--- config.mk ---
export PLATFORM = sky130hd
export DESIGN_NAME = cv32e40s_txn_tracker
export DESIGN_NICKNAME = d
export VERILOG_FILES = /design/src/rtl/cv32e40s_txn_tracker.sv
export SDC_FILE = /design/constraint.sdc
export NUM_CORES = 1
export LEC_CHECK = 0
export ABC_AREA = 1
export ABC_CLOCK_PERIOD_IN_PS = 2000
export CORE_AREA = 2 2 39 41
export CTS_CLUSTER_SIZE = 25
export DETAILED_ROUTE_END_ITERATION = 10
export DIE_AREA = 0 0 41 43
export PLACE_DENSITY = 0.74
export SYNTH_ARGS = -nofsm -noshare
export SYNTH_HDL_FRONTEND = slang
export SYNTH_SLANG_ARGS = --single-unit
--- constraint.sdc ---
create_clock -name clk -period 2 [get_ports clk]
set_clock_uncertainty 0.2 [all_clocks]
set_input_delay 0.3 -clock clk [delete_from_list [all_inputs] [get_ports clk]]
set_output_delay 0.3 -clock clk [all_outputs]
set_load 0.02 [all_outputs]
--- src/rtl/cv32e40s_txn_tracker.sv ---
// Outstanding-transaction tracker: gates requests at DEPTH in flight, returns per-transaction tags in order.
// Optional macro CV32E40S_TXN_TRACKER_FULL_BYPASS_EN lets a response at full free its slot in the same cycle.
module cv32e40s_txn_tracker #(
  parameter int DEPTH = 2,
  parameter int TAG_W = 2
) (
  input  logic                       clk,
  input  logic                       rst_n,
  input  logic                       req_valid_i,
  output logic                       req_ready_o,
  input  logic [TAG_W-1:0]           req_tag_i,
  output logic                       trans_valid_o,
  input  logic                       trans_ready_i,
  input  logic                       resp_valid_i,
  output logic                       resp_valid_o,
  output logic [TAG_W-1:0]           resp_tag_o,
  output logic [$clog2(DEPTH+1)-1:0] cnt_o,
  output logic                       empty_o,
  output logic                       one_txn_pend_n_o,
  output logic                       unexp_resp_o
);

  localparam int CNT_W = $clog2(DEPTH+1);
  localparam int PTR_W = (DEPTH > 1) ? $clog2(DEPTH) : 1;

  logic [CNT_W-1:0] cnt_q, cnt_n;
  logic [PTR_W-1:0] wptr_q, rptr_q;
  logic [TAG_W-1:0] mem_q [DEPTH];
  logic             unexp_q;
  logic             full, full_eff, empty, accept, retire;

  assign full  = (cnt_q == CNT_W'(DEPTH));
  assign empty = (cnt_q == '0);

`ifdef CV32E40S_TXN_TRACKER_FULL_BYPASS_EN
  // A retiring response vacates the head slot, so the push can reuse it this cycle.
  assign full_eff = full && !resp_valid_i;
`else
  assign full_eff = full;
`endif

  assign trans_valid_o = req_valid_i && !full_eff;
  assign req_ready_o   = trans_ready_i && !full_eff;
  assign accept        = req_valid_i && req_ready_o;
  assign retire        = resp_valid_i && !empty;

  assign cnt_n = cnt_q + CNT_W'(accept) - CNT_W'(retire);

  function automatic logic [PTR_W-1:0] ptr_inc(input logic [PTR_W-1:0] p);
    return (p == PTR_W'(DEPTH-1)) ? '0 : p + PTR_W'(1);
  endfunction

  always_ff @(posedge clk or negedge rst_n) begin
    if (!rst_n) begin
      cnt_q   <= '0;
      wptr_q  <= '0;
      rptr_q  <= '0;
      unexp_q <= 1'b0;
      for (int i = 0; i < DEPTH; i++) mem_q[i] <= '0;
    end else begin
      cnt_q <= cnt_n;
      if (accept) begin
        mem_q[wptr_q] <= req_tag_i;
        wptr_q        <= ptr_inc(wptr_q);
      end
      if (retire) rptr_q <= ptr_inc(rptr_q);
      if (resp_valid_i && empty) unexp_q <= 1'b1;
    end
  end

  assign resp_valid_o     = retire;
  assign resp_tag_o       = empty ? '0 : mem_q[rptr_q];
  assign cnt_o            = cnt_q;
  assign empty_o          = empty;
  assign one_txn_pend_n_o = (cnt_n == CNT_W'(1));
  assign unexp_resp_o     = unexp_q;

endmodule

==> run metrics <==
post-synthesis cell type count=14; layout cells sized above 1=0.440; Setup WS pre-CTS=-892 ps; die height=43 um; sequential share of power=0.246; average routed wire per standard cell=13.7 um; switching part of the total power=0.435; final std cells w/o fill=116; total leakage power=0.455 nW; Final Hold Viols=0; Pint=812 uW; antenna cells=0; Ys Warns=0; Top Ports=17; status=finished with violations; IO buf count=16; layout overhead on the synthesized area=87.4%; Pre-antenna DRT Iters=4; Slew headroom=0.719; GRT overflow=0; largest net degree at the start of global routing=10; maximum vdd drop=0.00108 V; Critical Path RT=1500 ps; Row Count=14; CTS Root Cell=clkbuf_4; global-route wire length before repair=2.49 mm; violated checks=negative setup slack; clk slew on worst S/H paths=60 ps; number of global-route vias before repair=576; Synthesized Nets=67; hold crit path type=primary input to async pin; sequential area share after synthesis=0.474; Final GP Congestion=0.777; Worst EP arrival=1900 ps; startpoint types=flop; Clock Path Buffers=2; achievable clock frequency=0.416 GHz; TritonCTS sink count=9; H-tree depth=1; DP Area=723 um^2; Clk Latency, worst-skew pair=270 ps; most frequent cells in the layout=buf_4 (22), nand2_1 (18), clkdlybuf4s50_1 (8); Combinational Power Share=0.652; Vias/cell=5.08; period utilization=1.20; CTS tree=built; die width=41 um; crit-path max FO=4; Inst Count DP=97; Max Slew Vio Count=0; initial antenna violation count=0; vias=589; core area=1380 um^2; worst-margin pin slew=420 ps; CP endpoint kind=output port; TritonCTS buffer count=3; post-DP HPWL=853 um; power per cell area=1610 nW/um^2; main area contributors after synthesis=dfrtp_1 (47%), nand2_1 (17%), nand4_1 (7.9%); Syn Area/Cell=8.20 um^2; commonest non-fill, non-tap cell in the layout=buf_4; Hold WS=128 ps; DRC=0; Initial Utilization=0.344; minimum clock period=2400 ps; Synth Instances=58; post-synthesis register bit count=9; post-synth top area cell=dfrtp_1; share of Yosys cell area claimed by the top area cell type=0.474; gr usage total=0.212; switching power=626 uW; Routed Antenna Nets=0; synthesized area=475 um^2; Setup CP Type=flop to output port; overall routed net length=1.59 mm; Layout Nets=110; fill count=115; 1st-iter DRT viols=16; Max-cap violations=0; Clock Power Share=0.102; final setup margin=-405 ps; design area=891 um^2; Fin Setup TNS=-758 ps; RSZ-0062 raised after global routing=yes; final setup violation count=2; area of the die=1760 um^2
per-stage QoR:
step	total power, mW	util
5_1_grt	1.53	0.644
6_report	1.44	0.644
2_1_floorplan	0.747	-
3_5_place_dp	1.09	0.523
4_1_cts	1.31	0.613
3_3_place_gp	1.07	0.523
cell usage after synthesis:
master    count
dfrtp_1       9
inv_1         9
xor2_1        1
nor2_1        2
clkbuf_2      1
o21ai_0       1
ha_1          2
nand3b_1      1
a21o_1        1
nand4_1       6
a21boi_0      1
a21oi_1       2
a21oi_4       1
nand2_1      21
metal layers:
metal,track usage,part of all wire
met1,0.245,0.40
met2,0.363,0.53
met3,0.0209,0.051
met4,0.100,0.023
met5,0,0
timing repair:
action | 4_1_cts | 5_1_grt
setup endpoints to repair | 7 | 5
pin swaps | 4 | 5
hold buffers | 0 | 0
endpoints found under the hold margin | 0 | 0
gates resized for setup | 19 | 9
setup buffers | 13 | 3
logic make-up (layout without fill, tap and decap cells):
group | count (synthesis) | count (layout) | share of synthesized area
adder cells (fa/ha/maj) | 2 | 2 | 0.0526
AND/OR/NAND/NOR | 30 | 30 | 0.276
flip-flops | 9 | 9 | 0.474
buffers and inverters | 10 | 52 | 0.0816
XOR/XNOR | 1 | 1 | 0.0184
AO/OA/AOI/OAI | 6 | 6 | 0.0974
flip-flops by register name (all words and copies together) (netlist names):
| signal | count |
|---|---|
| wptr_q | 1 |
| rptr_q | 1 |
| cnt_o | 2 |
| unexp_resp_o | 1 |
| mem_q | 4 |
power groups by stage:
stage                     registers (mW)  logic [mW]  clock network, mW
after floorplan                    0.363       0.385                  0
after global placement             0.342       0.725                  0
after detailed placement           0.348       0.739                  0
after CTS                          0.350       0.817              0.147
after global routing               0.360        1.02              0.152
final                              0.353       0.938              0.146
worst paths after layout:
path	start	endpoint	slack [ps]	cells after the start
min	rst_n	wptr_q$_DFFE_PN0N_	130	1
max	cnt_o[0]$_DFF_PN0_	one_txn_pend_n_o	-400	10
min in group clk	unexp_resp_o$_DFFE_PN0P_	unexp_resp_o$_DFFE_PN0P_	250	1
max reg2reg	cnt_o[0]$_DFF_PN0_	wptr_q$_DFFE_PN0N_	-350	15
min reg2reg	unexp_resp_o$_DFFE_PN0P_	unexp_resp_o$_DFFE_PN0P_	250	1
max in group asynchronous	rst_n	cnt_o[1]$_DFF_PN0_	1150	1
critical path: stages (launching register included):
cell and delay, ps:
dfrtp_2 420, inv_2 70, a21oi_4 160, nand2_2 100, ha_4 280, inv_2 40, ha_4 150, nand3b_1 170
nand2_2 110, nor2_4 40, buf_6 120
area by class of cell:
class | count | area, um^2 | share of cell area
multi-input cells | 39 | 258 | 0.289
inverters | 9 | 33.8 | 0.0379
repair buffers | 39 | 325 | 0.365
flip-flops and latches | 9 | 228 | 0.256
clock buffers | 4 | 26.3 | 0.0295
well taps | 16 | 20.0 | 0.0225
Note: power is estimated with default switching activity, not from simulation.
